--- config.mk ---
export PLATFORM = sky130hd
export DESIGN_NAME = mem_sram_bridge
export DESIGN_NICKNAME = d
export VERILOG_FILES = /design/src/rtl/mem_sram_bridge.sv
export SDC_FILE = /design/constraint.sdc
export NUM_CORES = 1
export LEC_CHECK = 0
export CORE_AREA = 2 2 122 124
export CTS_BUF_LIST = sky130_fd_sc_hd__clkbuf_8
export DETAILED_ROUTE_END_ITERATION = 16
export DIE_AREA = 0 0 124 126
export PLACE_DENSITY = 0.78
export REMOVE_ABC_BUFFERS = 1
export SLEW_MARGIN = 0
export SYNTH_ARGS = -nofsm -noshare
export SYNTH_HDL_FRONTEND = slang
export SYNTH_SLANG_ARGS = --single-unit
--- constraint.sdc ---
create_clock -name clk -period 6.18 [get_ports clk]
set_clock_uncertainty 0.2 [all_clocks]
set_input_delay 0.927 -clock clk [delete_from_list [all_inputs] [get_ports clk]]
set_output_delay 0.927 -clock clk [all_outputs]
set_load 0.01 [all_outputs]
--- src/rtl/mem_sram_bridge.sv ---
// Cache-to-SRAM bridge: each 36-bit word is moved as two 18-bit half-word phases,
// high half (bits 0:17) first, with a programmable number of wait cycles per phase.
module mem_sram_bridge #(
    parameter int unsigned WAIT    = 2,
    parameter int unsigned MEMSIZE = 2**20
) (
    input  logic        clk,
    input  logic        reset,
    input  logic [21:0] mem_addr,
    input  logic [0:35] mem_write_data,
    input  logic        mem_read,
    input  logic        mem_write,
    output logic [0:35] mem_read_data,
    output logic        mem_read_ack,
    output logic        mem_write_ack,
    output logic        mem_nxm,
    output logic [22:0] sram_addr,
    output logic [17:0] sram_dq_out,
    input  logic [17:0] sram_dq_in,
    output logic        sram_ce,
    output logic        sram_oe,
    output logic        sram_we
);

    localparam logic [3:0] WAIT_L = 4'(WAIT);

    typedef enum logic [2:0] {IDLE, HI, LO, ACK, NXM} state_t;

    state_t      state, state_n;
    logic [3:0]  cnt, cnt_n;
    logic [21:0] addr_q, addr_n;
    logic [0:35] data_q, data_n;
    logic        wr_q, wr_n;
    logic [0:35] rdata_n;
    logic        rack_n, wack_n, nxm_n;
    logic [22:0] sa_n;
    logic [17:0] dq_n;
    logic        ce_n, oe_n, we_n;
    logic        in_range;

    assign in_range = (32'(mem_addr) < MEMSIZE);

    // Every output is computed one state ahead and registered, so the
    // pins always reflect the state being entered on that same edge.
    always_comb begin
        state_n = state;
        cnt_n   = cnt;
        addr_n  = addr_q;
        data_n  = data_q;
        wr_n    = wr_q;
        rdata_n = mem_read_data;
        rack_n  = 1'b0;
        wack_n  = 1'b0;
        nxm_n   = 1'b0;
        sa_n    = sram_addr;
        dq_n    = sram_dq_out;
        ce_n    = 1'b0;
        oe_n    = 1'b0;
        we_n    = 1'b0;
        case (state)
            IDLE: begin
                if (mem_read || mem_write) begin
                    addr_n = mem_addr;
                    data_n = mem_write_data;
                    wr_n   = mem_write && !mem_read;
                    if (!in_range) begin
                        state_n = NXM;
                        nxm_n   = 1'b1;
                    end else begin
                        state_n = HI;
                        cnt_n   = WAIT_L;
                        ce_n    = 1'b1;
                        oe_n    = !wr_n;
                        we_n    = wr_n;
                        sa_n    = {addr_n, 1'b0};
                        dq_n    = data_n[0:17];
                    end
                end
            end
            HI: begin
                ce_n = 1'b1;
                oe_n = !wr_q;
                we_n = wr_q;
                if (cnt == 4'd0) begin
                    if (!wr_q) data_n[0:17] = sram_dq_in;
                    cnt_n   = WAIT_L;
                    state_n = LO;
                    sa_n    = {addr_q, 1'b1};
                    dq_n    = data_q[18:35];
                end else begin
                    cnt_n = cnt - 4'd1;
                end
            end
            LO: begin
                ce_n = 1'b1;
                oe_n = !wr_q;
                we_n = wr_q;
                if (cnt == 4'd0) begin
                    if (!wr_q) begin
                        data_n[18:35] = sram_dq_in;
                        rdata_n       = {data_q[0:17], sram_dq_in};
                    end
                    rack_n  = !wr_q;
                    wack_n  = wr_q;
                    ce_n    = 1'b0;
                    oe_n    = 1'b0;
                    we_n    = 1'b0;
                    state_n = ACK;
                end else begin
                    cnt_n = cnt - 4'd1;
                end
            end
            ACK:     state_n = IDLE;
            NXM:     state_n = IDLE;
            default: state_n = IDLE;
        endcase
    end

    always_ff @(posedge clk or posedge reset) begin
        if (reset) begin
            state         <= IDLE;
            cnt           <= 4'd0;
            addr_q        <= '0;
            data_q        <= '0;
            wr_q          <= 1'b0;
            mem_read_data <= '0;
            mem_read_ack  <= 1'b0;
            mem_write_ack <= 1'b0;
            mem_nxm       <= 1'b0;
            sram_addr     <= '0;
            sram_dq_out   <= '0;
            sram_ce       <= 1'b0;
            sram_oe       <= 1'b0;
            sram_we       <= 1'b0;
        end else begin
            state         <= state_n;
            cnt           <= cnt_n;
            addr_q        <= addr_n;
            data_q        <= data_n;
            wr_q          <= wr_n;
            mem_read_data <= rdata_n;
            mem_read_ack  <= rack_n;
            mem_write_ack <= wack_n;
            mem_nxm       <= nxm_n;
            sram_addr     <= sa_n;
            sram_dq_out   <= dq_n;
            sram_ce       <= ce_n;
            sram_oe       <= oe_n;
            sram_we       <= we_n;
        end
    end

endmodule

==> summary.txt <==
Worst hold path
  • Hold Crit Class: flop to flop

Synthesis
  • Post-synthesis compound-gate area fraction: approximately a tenth
  • Synth cell types: 41
  • Mux contribution to synthesized area: around 17%
  • Synth top cells by count: 149 x dfrtp_1, 62 x nor2_1, 59 x nand2_1
  • Sequential share of the synthesized area: 58.7%
  • Area of the mapped netlist: about 6400 um2
  • Post-synthesis cell type with the largest combined area: dfrtp_1
  • Largest family of logic cells by synthesized area: multiplexers
  • Top FF cell, synth: dfrtp_1
  • #FFs+latches synth: roughly 150
  • Post-Synth Adder-Cell Area: less than 1%
  • Synth top area share: approximately 60%
  • Post-Synth Simple-Gate Area: 10.6%
  • Area share of xor/xnor cells in the synthesized design: 0.138%
  • Post-synth EDFFs: 0
  • Most numerous cell in the Yosys netlist: dfrtp_1
  • Synthesized area per cell: 11.8 um2
  • YS warnings: 0
  • Leading post-synthesis cells by cell area: dfrtp_1 59%, mux2_2 9.7%, mux2i_1 6.6%
  • Synth Instances: roughly 540
  • Ys async rst share: 100%

Setup path
  • Crit end category: flop
  • Kind of critical path: flop to flop
  • WP data required: 6.29 ns
  • Worst setup SP type: flop
  • Worst Path Arrival: 3.45 ns
  • Worst-path fanout max: 23

Placement
  • Placer congestion estimate: just under 0.8
  • Cell Area, Placed: just over 8000 um2
  • Port bufs: between 150 and 200
  • HPWL Detailed: about 11000 um
  • Pre-CTS WS: about 2.4 ns

Clocking
  • Cts hold-fix bufs: 0
  • Later-pin clock latency in the skew report: about 0.44 ns
  • CTS sink count: 149
  • CTS resizes: 0
  • Root Driver: clkbuf_8
  • CTS tree: done
  • H-tree Lvls: 4
  • Post-CTS Setup Inserts: 0
  • Clock-pin slew on the worst setup and hold paths: ~0.08 ns
  • Num CTS Buffers: 17
  • Largest buffer count on any clock path: 2

Timing
  • Max Slew Vio Count: 0
  • Clock period minus worst slack: between 3 and 4 ns
  • Final worst slack: between 2 and 3 ns
  • RSZ-0062 raised after global routing: false
  • Max-slew headroom: a little over a fifth
  • Max Freq: ~300 MHz
  • Tightest Pin Transition: 1.17 ns
  • Fin crit share: around 54%
  • Setup TNS: 0 ns
  • Final setup violation count: 0
  • Final Hold Viols: 0

Route
  • Detailed Route WL: 16200 um
  • DR pass1 iterations: 6
  • Routed WL per cell: roughly 18 um
  • DRC: 0
  • DR iter-0 viols: 259
  • Final ANT Viol Nets: 0
  • Routed via count: 4855
  • Vias per std cell: around 5.5

Final layout
  • Final-stage net count: a little under 800
  • Multi-input gate area: 2470 um2
  • Register area: approximately 3700 um2
  • Share of cells above drive strength 1: around 15%
  • Layout fillers: approximately 1200
  • Final instance area: between 8000 and 9000 um2
  • ANT cells: 0
  • Area delta synth->final: 34.2%

Die
  • IO Count: 163
  • Row cnt: between 40 and 50
  • Die Width: around 120 um
  • Core ar.: approximately 14000 um2
  • Die Area: between 15000 and 20000 um2
  • Starting Density: roughly 44%
  • Die Ht: between 100 and 150 um

Global routing
  • Largest net degree at the start of global routing: between 100 and 150
  • First-pass GRT wire length: approximately 26000 um
  • Total GRT Usage: 21.6%
  • Remaining Overflow, GRT: 0
  • Initial antenna violation count: 0
  • Vias in the first global route: around 5200

Power and ir drop
  • Leakage Power: roughly 0.0039 uW
  • Maximum vdd drop: ~0.00028 V
  • Tot Pwr: just over 4000 uW
  • PwrDens: between 400 and 500 nW/um2

Run status
  • Status: complete, no violations

Run
  • Max cap viols: 0
power by group:
group          switching [uW]  internal (uW)  leakage (uW)
Combinational             770            837       0.00179
Clock                     359            407      0.000204
Sequential                277           1400       0.00185
Total                    1410           2640       0.00385
sequential cells by signal (all words and copies together), names as in the netlist, 3 cells and up:
name           count
mem_read_data     36
state              3
sram_addr         23
data_q            36
addr_q            22
cnt                4
sram_dq_out       18
worst max-delay path, stage by stage (launching register included):
cell and delay [ns]:
dfrtp_1 0.60, nor3_1 0.77, nand3_1 0.98, a221oi_1 0.54, nand3_1 0.12
final timing paths:
check	from	to	slack (ns)	depth (start not counted)
min in group asynchronous	reset	sram_addr[12]$_DFFE_PP0P_	0.91	2
hold reg to reg	sram_addr[5]$_DFFE_PP0P_	sram_addr[5]$_DFFE_PP0P_	0.29	2
max in group asynchronous	reset	cnt[0]$_DFFE_PP0P_	3.82	3
hold / removal	sram_addr[5]$_DFFE_PP0P_	sram_addr[5]$_DFFE_PP0P_	0.29	2
setup reg to reg	state[0]$_DFFE_PP0P_	cnt[0]$_DFFE_PP0P_	2.84	4
setup / recovery	state[0]$_DFFE_PP0P_	cnt[0]$_DFFE_PP0P_	2.84	4
metrics by stage:
| stage | hold WS (ns) | util [%] | instances |
|---|---|---|---|
| after floorplan | 0.265 | - | 503 |
| after global placement | 0.262 | 56.7 | 855 |
| after detailed placement | 0.273 | 56.7 | 855 |
| after CTS | 0.291 | 59.6 | 886 |
| after global routing | 0.317 | 59.6 | 886 |
| final | 0.289 | 59.6 | 886 |
layer usage:
layer | track usage (%) | routed length, um
met1 | 26.4 | 6610
met5 | 0 | 0
met2 | 33.8 | 7660
met3 | 8.61 | 1550
met4 | 9.45 | 346
final cells by class:
class / count / share of cell area (%)
Clock buffer: 22 / 3.55
Sequential cell: 149 / 43.7
Timing Repair Buffer: 168 / 19.6
Inverter: 5 / 0.279
Multi-Input combinational cell: 349 / 29.0
Clock inverter: 9 / 1.19
Tap cell: 184 / 2.70
cells by family after synthesis:
| logic type | count (synthesis) |
|---|---|
| DFF | 149 |
| muxes | 100 |
| adders and majority gates | 2 |
| xor gates and xnor gates | 1 |
| and+or+nand+nor | 152 |
| AOI/OAI and AO/OA | 94 |
| buffers and inverters | 40 |
layout by cell type, fill, tap and decap left out, drive strengths merged, types with 7 or more instances in the layout:
cell           instances
mux2i                 42
a221o                 18
o21ai                 23
clkbuf                22
dfrtp                149
mux2                  58
a21oi                 24
nor2                  64
nor3                   7
a31oi                 18
clkdlybuf4s50        162
nand2                 59
Note: power is estimated with default switching activity, not from simulation.
==> variant 1 (same settings) <==
The 5 states of `state_t` get a one-hot encoding in 5 bits.
--- a/src/rtl/mem_sram_bridge.sv
+++ b/src/rtl/mem_sram_bridge.sv
@@ -26,3 +26,3 @@
 
-    typedef enum logic [2:0] {IDLE, HI, LO, ACK, NXM} state_t;
+    typedef enum logic [4:0] {IDLE = 5'b00001, HI = 5'b00010, LO = 5'b00100, ACK = 5'b01000, NXM = 5'b10000} state_t;
 
Check against the original RTL: no difference found for any inputs over 10 cycles, from zero or initial values and one cycle with reset high; not proved beyond that.
==> variant 1 against the original RTL <==
Routed wire length decreased by 1.9%; core utilization increased by 1.3 points; sequential share of layout area decreased by 0.35 points; power decreased by 15%; setup slack got worse by 0.037 ns; sequential cell count increased by 2; final area increased by 2.2%; synthesized area increased by 3.6%.
==> variant 1: results <==
group,metric,value,unit
cts,root_buffer,"clkbuf_8",
placement,dp_cells,820,
placement,pre_cts_ws,2.37,ns
drt,vias_per_cell,5.47,
min_path,hold_depth,1,
layout,drive_gt1_frac,0.266,
pwr,peakVddDrop,244,uV
global_route,grt_usage,0.214,
setup_path,cpPeakStageDelay,0.92,ns
synth,yosys.cell_types.count,39,
cts,cts.path.max_buffers,2,
synth,post_synth_most_frequent_cells,"dfrtp_1 (150), mux2_2 (129), nor3_1 (26)",
sta,slew_headroom,0.226,
synth,syn_avg_cell_area,13.2,um^2
drt,dr.pass1.iters,4,
global_route,antenna_found_initial,0,
synth,synth-xor-area-share,0,
layout,reg_top3,"data_q (36), mem_read_data (36), sram_addr (23)",
layout,final_cell_count_no_fill,852,
layout,diodes,0,
pwr,p_leak,3.85,nW
synth,synth_fa_ha_area_frac,0.00190,
synth,async_flop_share,1.00,
global_route,first_global_vias,4990,
drt,drt-initial-drc-count,215,
global_route,grt_max_degree,115,
synth,synth_warnings,0,
synth,synth_top_cells_by_area,"dfrtp_1 (57%), mux2_2 (22%), mux2i_1 (3.5%)",
sta,fin_hold_ws,0.297,ns
setup_path,slowest_stage,"o22a_1",
sta,period_share,0.547,
cts,cts_buffers,17,
layout,nNetsFinal,736,
synth,seq_area_frac_synth,0.574,
run_status,status,"completed",
setup_path,rrSetupSlack,2.87,ns
cts,clkTransAtPathRegs,0.08,ns
setup_path,cp.arrival,3.51,ns
cts,post_cts_buffers,0,
setup_path,r2r_cells,6,
cts,cts_resized,0,
drt,post_drt_wl_per_cell,18.6,um
placement,globalplace.congestion,0.804,
cts,htree_levels,4,
setup_path,path_max_fanout,26,
placement,dpl.hpwl,10400,um
min_path,hold_class,"reg -> reg",
synth,synth_compound_area_frac,0.0692,
cts,worst_skew_pair.late_latency,0.44,ns
global_route,grt_pass1_wl,25500,um
synth,synth.area.mux_share,0.259,
placement,portBuffers,162,
[variant 1: cell types whose count changed after synthesis, sizes merged, moves of 3 or more]
cell / before / now
a221o: 18 / 1
a22oi: 0 / 20
a31oi: 18 / 0
and2: 0 / 3
clkbuf: 19 / 13
inv: 5 / 25
mux2: 58 / 131
mux2i: 42 / 23
nand2: 59 / 5
nor2: 64 / 5
nor3: 7 / 27
o21a: 0 / 3
[variant 1: cells by family after synthesis]
| family | count (synthesis) |
|---|---|
| buffers and inverters | 56 |
| AOI/OAI and AO/OA | 75 |
| muxes | 154 |
| and+or+nand+nor | 61 |
| DFF | 151 |
| adders and majority gates | 1 |
[variant 1: final timing paths]
path	from	end
max	mem_read	data_q[27]$_DFFE_PP0P_
min	mem_read_data[18]$_DFFE_PP0P_	mem_read_data[18]$_DFFE_PP0P_
max reg2reg	state[4]$_DFFE_PP0P_	mem_read_data[6]$_DFFE_PP0P_
min reg2reg	mem_read_data[18]$_DFFE_PP0P_	mem_read_data[18]$_DFFE_PP0P_
max in group asynchronous	reset	addr_q[7]$_DFFE_PP0P_
min in group asynchronous	reset	sram_addr[5]$_DFFE_PP0P_
[variant 1: per-stage QoR]
stage,area (um^2),util
final,8710,0.609
after global routing,8710,0.609
after CTS,8710,0.609
after detailed placement,8330,0.582
after global placement,8330,0.582
after floorplan,6410,-
[variant 1: critical path, delay by kind of cell]
kind | cells | cell delay [ns]
buffers and inverters | 2 | 0.87
and+or+nand+nor | 2 | 0.35
muxes | 1 | 0.43
AOI/OAI and AO/OA | 1 | 0.92
[variant 1: layer usage]
layer / GRT usage / up-vias / part of all wire
met4: 0.0793 / 0 / 0.021
met5: 0 / - / 0
met3: 0.0548 / 25 / 0.059
met1: 0.268 / 2379 / 0.42
li1: - / 2099 / -
met2: 0.355 / 154 / 0.50
[variant 1: cell type report]
cell class,instances,area (um^2)
clock inverter,14,136
tap,184,230
sequential,151,3780
inverter,25,98.8
multi-input combinational,291,2540
timing repair buffer,169,1670
clock buffer,18,248
fill,1162,5600
[variant 1: where the power goes]
part | switching, W | internal (W) | total [W]
registers | 0.000199 | 0.00134 | 0.00154
clock network | 0.000363 | 0.000365 | 0.000728
logic | 0.000490 | 0.000672 | 0.00116
total | 0.00105 | 0.00238 | 0.00343
==> variant 2 (config.mk and constraints unchanged) <==
Made on the original files. Reset style: synchronous (`reset`), changed in one clocked block.
--- a/src/rtl/mem_sram_bridge.sv
+++ b/src/rtl/mem_sram_bridge.sv
@@ -118,3 +118,3 @@
 
-    always_ff @(posedge clk or posedge reset) begin
+    always_ff @(posedge clk) begin
         if (reset) begin
Behaviour: differs if reset is asserted again (counterexample within 4 cycles, from zero or initial values and one cycle with reset high); with reset held inactive, the same outputs for 10 cycles.
==> variant 2 against the original RTL <==
Final area shrank 3.6%; count of clock-buffer cells in the layout shrank 1; routed wire length grew 9.7%; sequential share of layout area shrank 7.4 points; synthesized area shrank 1.2%; core utilization shrank 2.1 points; sequential cell count is the same; setup slack lost 0.48 ns; first-iteration DRC count grew 51%.
Power is not compared: it rests on default switching activity, and its combinational part moved more than twofold at a synthesized area within 25%.
==> variant 2: results <==
group,metric,value,unit
run_status,status,"completed",
pwr,peakVddDrop,243,uV
cts,cts_resized,0,
global_route,grt_usage,0.227,
setup_path,slowest_stage,"and2_1",
setup_path,rrSetupSlack,2.36,ns
synth,syn_avg_cell_area,8.89,um^2
drt,m1WireLength,7850,um
drt,wl_met2,7990,um
min_path,hp-start,"data_q[5]$_SDFFE_PP0P_",
setup_path,cp.arrival,3.91,ns
synth,seq_area_frac_synth,0.475,
synth,post_synth_most_frequent_cells,"nand2_1 (156), dfxtp_1 (149), a21oi_1 (140)",
floorplan,rows,44,
layout,nNetsFinal,913,
global_route,grt_pass1_wl,27600,um
setup_path,path_max_fanout,38,
layout,drive_gt1_frac,0.0679,
min_path,holdPathEnd,"mem_read_data[5]$_SDFFE_PP0P_",
cts,clkTransAtPathRegs,0.08,ns
cts,root_buffer,"clkbuf_8",
layout,diodes,0,
drt,post_drt_wl_per_cell,17.3,um
drt,vias_per_cell,5.48,
cts,post_cts_buffers,0,
global_route,grt_use_met3,0.0752,
drt,drt-initial-drc-count,391,
cts,cts_buffers,17,
synth,synth_warnings,0,
drt,dr.pass1.iters,5,
placement,dp_cells,996,
drt,wl_met3,1530,um
min_path,hold_class,"reg -> reg",
pwr,p_leak,3.05,nW
cts,worst_skew_pair.late_latency,0.45,ns
synth,async_flop_share,0,
drt,num_vias,5611,
placement,portBuffers,162,
global_route,grt_max_degree,75,
layout,nFillCells,1297,
setup_path,r2r_cells,6,
setup_path,cpPeakStageDelay,0.80,ns
drt,top_layer_used,"met4",
global_route,grt.met2_usage,0.358,
cts,cts.path.max_buffers,2,
global_route,gr-usage-met1,0.291,
sta,tightest_slew,1.08,ns
placement,dpl.hpwl,11100,um
synth,synth_top_cells_by_area,"dfxtp_1 (48%), a21oi_1 (11%), nand2_1 (9.3%)",
global_route,first_global_vias,5296,
setup_path,reg2reg_to,"data_q[6]$_SDFFE_PP0P_",
setup_path,rr_startpoint,"state[0]$_SDFFE_PP0P_",
placement,globalplace.congestion,0.771,
==> variant 2: cell count changes after synthesis, moves of 10 or more <==
| cell | unedited run | this run |
|---|---|---|
| a211oi_2 | 0 | 10 |
| nand2_1 | 59 | 156 |
| dfxtp_1 | 0 | 149 |
| mux2i_1 | 42 | 58 |
| a31oi_1 | 18 | 0 |
| a311oi_1 | 0 | 19 |
| o21ai_0 | 23 | 2 |
| dfrtp_1 | 149 | 0 |
| clkbuf_1 | 19 | 29 |
| a221o_1 | 18 | 0 |
| nor2_1 | 62 | 11 |
| a21oi_1 | 24 | 140 |
| a211oi_1 | 0 | 50 |
| mux2_2 | 55 | 0 |
==> variant 2: cells by family after synthesis <==
logic type,Yosys count,share of synthesized area
DFF,149,0.475
buffers and inverters,69,0.0588
AOI/OAI and AO/OA,233,0.236
adders and majority gates,2,0.00399
and+or+nand+nor,195,0.134
muxes,58,0.0925
==> variant 2: report_power, final <==
part | leakage [nW] | total (W) | switching, W | internal [W]
clock network | 0.182 | 0.000690 | 0.000344 | 0.000346
registers | 1.22 | 0.00114 | 0.0000692 | 0.00107
logic | 1.64 | 0.000629 | 0.000345 | 0.000284
total | 3.05 | 0.00246 | 0.000758 | 0.00170
==> variant 2: worst min-delay path, delay by kind of cell (launching register included) <==
family	cells	cell delay [ns]
AOI/OAI and AO/OA	1	0.05
DFF	1	0.31
and+or+nand+nor	1	0.05
==> variant 2: stage by stage <==
step	setup slack, ns	util	total power, W	cell area [um^2]	hold slack (ns)
after floorplan	1.83	-	0.00149	5920	0.226
after global placement	2.11	0.550	0.00178	7870	0.241
after detailed placement	2.01	0.550	0.00179	7870	0.247
after CTS	2.32	0.574	0.00247	8220	0.256
after global routing	2.11	0.574	0.00258	8220	0.272
final	2.36	0.574	0.00246	8220	0.250
==> variant 2: area by class of cell <==
type                       instances  area (um^2)  share of cell area
clock inverter                     6         56.3             0.00685
sequential                       149         2980               0.363
timing repair buffer             172         1690               0.206
inverter                           3         11.3             0.00137
clock buffer                      21          289              0.0352
multi-input combinational        488         2950               0.359
tap                              184          230              0.0280
==> variant 2: worst max-delay path by stage <==
stage | startpoint | to | cells after the start | slack, ns
after floorplan | state[1]$_SDFFE_PP0P_ | sram_addr[0]$_SDFFE_PP0P_ | 4 | 1.83
after global placement | mem_read | data_q[3]$_SDFFE_PP0P_ | 6 | 2.11
after detailed placement | mem_read | data_q[2]$_SDFFE_PP0P_ | 6 | 2.01
after CTS | state[1]$_SDFFE_PP0P_ | data_q[9]$_SDFFE_PP0P_ | 6 | 2.32
after global routing | state[0]$_SDFFE_PP0P_ | data_q[6]$_SDFFE_PP0P_ | 6 | 2.11
final | state[0]$_SDFFE_PP0P_ | data_q[6]$_SDFFE_PP0P_ | 6 | 2.36
